$ cat config.mk
export PLATFORM = sky130hd
export DESIGN_NAME = axi_alu_rx
export DESIGN_NICKNAME = d
export VERILOG_FILES = /design/src/rtl/axi_alu_rx.sv
export SDC_FILE = /design/constraint.sdc
export NUM_CORES = 1
export LEC_CHECK = 0
export ABC_AREA = 1
export BUFFER_PORTS_ARGS = -buffer_cell sky130_fd_sc_hd__buf_4
export CORE_ASPECT_RATIO = 0.9
export CORE_MARGIN = 5
export CORE_UTILIZATION = 35
export CTS_CLUSTER_SIZE = 24
export DETAILED_ROUTE_END_ITERATION = 16
export GPL_ROUTABILITY_DRIVEN = 1
export MAX_ROUTING_LAYER = met4
export PLACE_DENSITY_LB_ADDON = 0.12
export SLEW_MARGIN = 0
export SYNTH_ARGS = -nofsm -noshare
export SYNTH_HDL_FRONTEND = slang
export SYNTH_SLANG_ARGS = --single-unit
$ cat constraint.sdc
create_clock -name clk -period 1.85 [get_ports clk]
set_clock_uncertainty 0.15 [all_clocks]
set_input_delay 0.0925 -clock clk [delete_from_list [all_inputs] [get_ports clk]]
set_output_delay 0.0925 -clock clk [all_outputs]
set_load 0.005 [all_outputs]
$ cat src/rtl/axi_alu_rx.sv
`default_nettype none
// +----------------------------------------------------------------------------+
// | Module   : axi_alu_rx                                                      |
// | Brief    : Pops two-word operand frames from a valid/ready FIFO read port,  |
// |            runs an 8-bit ALU op and presents a registered result word.      |
// |            Optional ALU_FRAME_CHECK_EN flags a non-zero word-1 opcode field.|
// | Revision : 1.0                                                             |
// +----------------------------------------------------------------------------+
module axi_alu_rx (
  input  logic       clk,
  input  logic       reset,
  input  logic [9:0] rdata,
  input  logic       rvalid,
  output logic       rready,
  output logic [9:0] res_data,
  output logic       res_valid,
  input  logic       res_ready,
  output logic [7:0] op_count,
  output logic       err
);

  typedef enum logic [1:0] {
    S_A   = 2'd0,
    S_B   = 2'd1,
    S_OUT = 2'd2
  } state_t;

  state_t     r_state;
  state_t     w_next;
  logic [1:0] r_op;
  logic [7:0] r_a;
  logic [9:0] r_res;
  logic [7:0] r_count;
  logic       r_err;
  logic       w_bad;
  logic [8:0] w_sum;
  logic [7:0] w_r;
  logic       w_cf;

`ifdef ALU_FRAME_CHECK_EN
  assign w_bad = (rdata[9:8] != 2'b00);
`else
  assign w_bad = 1'b0;
`endif

  // Word 1 operand comes straight from rdata; result is registered on pop.
  always_comb begin
    w_sum = 9'd0;
    w_r   = 8'd0;
    w_cf  = 1'b0;
    case (r_op)
      2'b00: begin
        w_sum = {1'b0, r_a} + {1'b0, rdata[7:0]};
        w_r   = w_sum[7:0];
        w_cf  = w_sum[8];
      end
      2'b01: begin
        w_sum = {1'b0, r_a} - {1'b0, rdata[7:0]};
        w_r   = w_sum[7:0];
        w_cf  = w_sum[8];
      end
      2'b10:   w_r = r_a & rdata[7:0];
      default: w_r = r_a ^ rdata[7:0];
    endcase
  end

  always_comb begin
    w_next    = r_state;
    rready    = 1'b0;
    res_valid = 1'b0;
    case (r_state)
      S_A: begin
        rready = 1'b1;
        if (rvalid) w_next = S_B;
      end
      S_B: begin
        rready = 1'b1;
        if (rvalid) w_next = w_bad ? S_A : S_OUT;
      end
      S_OUT: begin
        res_valid = 1'b1;
        if (res_ready) w_next = S_A;
      end
      default: w_next = S_A;
    endcase
  end

  always_ff @(posedge clk) begin
    if (!reset) r_state <= S_A;
    else        r_state <= w_next;
  end

  always_ff @(posedge clk) begin
    if (!reset) begin
      r_op    <= 2'b00;
      r_a     <= 8'h00;
      r_res   <= 10'h000;
      r_count <= 8'h00;
      r_err   <= 1'b0;
    end else begin
      r_err <= 1'b0;
      if (r_state == S_A && rvalid) begin
        r_op <= rdata[9:8];
        r_a  <= rdata[7:0];
      end
      if (r_state == S_B && rvalid) begin
        if (w_bad) r_err <= 1'b1;
        else       r_res <= {(w_r == 8'h00), w_cf, w_r};
      end
      if (r_state == S_OUT && res_ready) r_count <= r_count + 8'd1;
    end
  end

  assign res_data = r_res;
  assign op_count = r_count;
  assign err      = r_err;

endmodule
`default_nettype wire
### Word level (Yosys, flattened, before mapping)

Index checks and enable logic that the tools add are counted.

* logic and storage cells: 33
* bits of input ports: 14
* output and inout bits: 21
* bits in registers: 30

* reduce and logical (&&, ||, !) cells: 8
* bitwise logic cells: 2
* multiplexer cells: 8
* add/subtract/negate cells: 3
* equal/unequal tests: 7

Operator list (number)
* 8-bit one-hot mux with 3 select lines: 1
* 8-bit by 8-bit adder with 9-bit output: 1
* 8-bit by 8-bit subtractor with 9-bit output: 1
* 8-bit by 1-bit adder with 8-bit output (second input constant): 1
* 8-bit bitwise AND: 1
* 8-bit logical NOT: 1
* 8-bit XOR: 1
* 2-bit two-way mux: 3
* 2-bit inequality test (second input constant): 3
* 2-bit one-hot mux with 3 select lines: 1
* 2-bit by 1-bit == test with 1-bit output (second input constant): 2
* 2-bit == test (second input constant): 2
* 2-bit logical NOT: 2
* 1-bit logical AND: 3
* 3-bit AND reduction: 1
* 1-bit two-way mux: 2
* 1-bit one-hot mux with 2 select lines: 1
* 2-bit OR reduction: 1

### Depth between registers and ports, before layout

* word-level depth: 3
* depth in mapped cells: 14
* gate-level depth less buffers: 14

### Worst setup path after synthesis

Ideal clock, no wire load.

* path type: flip-flop to flip-flop
* from: register r_a[0]
* to: register r_res[9], in the netlist res_data[9]
* arrival time: 1679 ps
* buffers on the path: 0
* library setup time: 69 ps
* cell stages (with the launch flop): 14
* path slack: -48 ps
* data required time: 1631 ps
* clock period less this slack: 1898 ps
* path through: dfxtp_1 > inv_1 > ha_1 > inv_1 > fa_1 > nand2_1 > nand3_1 > nor2_1 > nand2_1 > nor2_1 > nand3_1 > nor2_1 > nand2_1 > a21oi_2

* cells in the longest elaborated chain, start to end: 3
* elaborated cells between the ends (all ways): 6
* those cells by class: add/sub: 2; mux: 1; bitwise: 2; reduce/logical: 1

Ends and longest elaborated chain
* from (decl): line 31 `logic [7:0] r_a;`
* from (signal assigned): line 104 `r_a <= rdata[7:0];`
* 8-bit by 8-bit subtractor with 9-bit output, or another cell as far along: line 58 `w_sum = {1'b0, r_a} - {1'b0, rdata[7:0]};`
* 8-bit one-hot mux with 3 select lines *: line 51 `case (r_op)`
* 8-bit logical NOT *: line 108 `else r_res <= {(w_r == 8'h00), w_cf, w_r};`
* to (signal assigned): line 108
* to (decl): line 32 `logic [9:0] r_res;`

Every way passes the cells marked *; elsewhere a longest branch is shown, timed or not.
A chain may end at the register's enable or synchronous reset.

### Worst setup path in the final report

Same ends and word-level chain as after synthesis.

==> impl_metrics.csv <==
group,metric,value,unit
setup_path,cp-start-kind,"flip-flop",
global_routing,gr-usage-met2,23.9,%
worst_hold_path,hp-start,"reset",
timing,slew_viol_final,0,
cells_and_area,final_nets,424,
synthesis,yosysSeqAreaShare,29.0,%
cells_and_area,regArea,604,um^2
die,dieArea,7570,um^2
synthesis,synthesis.nets,347,
cells_and_area,antenna_cells,0,
cells_and_area,fill_cells,564,
global_routing,met3_usage,3.16,%
drt,drtIter0Drc,110,
global_routing,antenna_found_initial,0,
synthesis,synth_area_per_cell,6.63,um^2
setup_path,critPathCaptureType,"flip-flop",
cells_and_area,layout_commonest_cell,"buf_4",
drt,drt-total-wl,5800,um
timing,fmax,499,MHz
global_routing,grt.busiest_layer,"met2",
global_routing,overflow,0,
timing,fin_crit,2.01,ns
clock_tree,cts_buffers,5,
cells_and_area,areaGrowthSynthToFinish,44.9,%
timing,setup_viol,4,
synthesis,netlist_instances,313,
global_routing,grt_pass1_wl,9670,um
setup_path,r2r_setup_slack,-0.16,ns
timing,grt_setup_unrepaired,"yes",
worst_hold_path,hold-path-cell-count,3,
clock_tree,cts_root_buf,"clkbuf_8",
die,die_x,91.2,um
global_routing,met1_usage,21.1,%
power_and_ir_drop,power.leakage,1.42,nW
synthesis,syn_area,2070,um^2
setup_path,r2r_start,"r_a[0]",
global_routing,grt_pass1_vias,2106,
place,io_buffers,33,
clock_tree,ctsLongestPathBuffers,2,
place,dp_hpwl,4300,um
global_routing,grt_max_degree,23,
clock_tree,cts_tree,"done",
timing,setup_ws,-0.155,ns
run_status,status,"complete, but fails checks",
drt,first_pass_iters,4,
drt,vias,2225,
setup_path,cp.required,1.92,ns
clock_tree,clk_latency,0.28,ns
die,core-area,5730,um^2
power_and_ir_drop,peakVddDrop,385,uV
synthesis,ys_ff_latch,30,
clock_tree,cts_sinks,30,
cells_and_area,multi_input_area,1430,um^2
timing,hold_viol,0,
drt,via_per_inst,4.83,
drt,wl_per_cell,12.6,um
setup_path,rr_worst_depth,13,
timing,period_share,108,%
setup_path,arrival,2.07,ns
power_and_ir_drop,total_power,2.00,mW
worst_hold_path,min_to,"r_a[2]",
run,max-cap-violations,0,
cells_and_area,mostFrequentLayoutCells,"buf_4 (66), nand2_1 (57), inv_1 (36), nand3_1 (30), dfxtp_1 (27)",
drt,drc,0,
timing,setup_tns,-0.282,ns
setup_path,r2r_end,"res_data[9]",
clock_tree,htree_levels,2,
cells_and_area,drive_gt1_share,32.2,%
place,gp_congestion,0.837,
die,io_pins,35,
die,rows,26,
global_routing,track_usage,15.6,%
place,dp_slack,-0.174,ns
worst_hold_path,hold_class,"input port to flip-flop",
die,die_h,83.0,um
setup_path,path_max_fanout,2,
synthesis,synth_cell_types,30,
setup_path,path_class,"flip-flop to flip-flop",
power_and_ir_drop,power.density,665,nW/um^2
run_status,violations,"setup timing",
synthesis,yosysWarningCount,0,
clock_tree,clkTransAtPathRegs,0.07,ns
drt,final_antenna_net_count,0,
die,start_util,36.2,%
## power breakdown
group / total, mW / switching, mW / internal [mW]
Sequential: 0.714 / 0.0303 / 0.684
Clock: 0.557 / 0.257 / 0.300
Combinational: 0.726 / 0.378 / 0.348
## cell families after synthesis
kind of cell	Yosys count	synth area share, %
compound gates	62	16.0
fa+ha+maj	20	12.8
buf+inv	53	10.5
flops	30	29.0
other cells	1	0.181
simple gates	147	31.6
## metrics by stage
stage               std cells  hold WS [ns]  instance area [um^2]  utilization [%]
finish                    461        0.0181                  3010             52.5
global route              461        0.0331                  3010             52.5
CTS                       461        0.0189                  2850             49.7
detailed placement        441         0.180                  2640             46.0
global placement          441         0.177                  2640             46.0
floorplan                 313        0.0774                  2100                -
## synthesized netlist by cell type, drive strengths merged
| cell | n | area (um^2) |
|---|---|---|
| nand2 | 63 | 236 |
| inv | 43 | 161 |
| nand3 | 38 | 203 |
| a21oi | 31 | 166 |
| dfxtp | 30 | 601 |
| nor2 | 30 | 120 |
| o21ai | 28 | 144 |
| ha | 18 | 225 |
| nor3 | 6 | 30.0 |
| buf | 5 | 32.5 |
| nand4 | 4 | 25.0 |
| clkbuf | 3 | 11.3 |
| clkinv | 2 | 12.5 |
| fa | 2 | 40.0 |
| nand3b | 2 | 15.0 |
| or2 | 2 | 12.5 |
| a31oi | 1 | 6.26 |
| and2 | 1 | 6.26 |
| conb | 1 | 3.75 |
| nor3b | 1 | 7.51 |
| o21a | 1 | 7.51 |
| o21bai | 1 | 7.51 |
## sequential cells by signal, summed over array words and instances (netlist names)
register and cells:
res_data 10, op_count 8, r_a 8, r_op 2
r_state 2
## worst max path at each step
stage           start     endpoint  slack, ns  cells after the start
2_1_floorplan  r_a[0]  res_data[9]      -0.03                     13
3_3_place_gp   r_a[0]  res_data[9]      -0.16                     13
3_5_place_dp   r_a[0]  res_data[9]      -0.17                     13
4_1_cts        r_a[0]  res_data[9]      -0.16                     13
5_1_grt        r_a[0]  res_data[9]      -0.31                     13
6_report       r_a[0]  res_data[9]      -0.16                     13
## area by class of cell
type / count / share of cell area, %
clock buffers: 7 / 2.87
clock inverters: 1 / 0.167
inverters: 45 / 5.79
multi-input cells: 230 / 47.6
flip-flops and latches: 30 / 20.1
well taps: 70 / 2.91
repair buffers: 78 / 20.5
## worst max-delay path: stages, from the launching register on
cell     delay, ns
dfxtp_2       0.34
inv_2         0.05
ha_4          0.15
inv_2         0.05
fa_2          0.42
nand2_2       0.08
nand3_2       0.08
nor2_2        0.11
nand2_1       0.07
nor2_1        0.08
nand3_1       0.09
nor2_1        0.10
nand2_1       0.07
a21oi_2       0.10
## routing by layer
metal  part of all wire (%)  vias to the layer above
met2                     46                       36
met5                      0                        -
met3                    3.0                        5
met4                   0.86                        0
met1                     50                     1008
li1                       -                     1176
## what timing repair did
item / in CTS / in global routing
hold buffers: 11 / 0
resized for setup: 1 / 39
endpoints found under the setup margin: 4 / 9
buffers inserted: 1 / 1
hold endpoints to repair: 12 / 0
pin swaps: 2 / 21
Power figures use the tool's default switching activity.
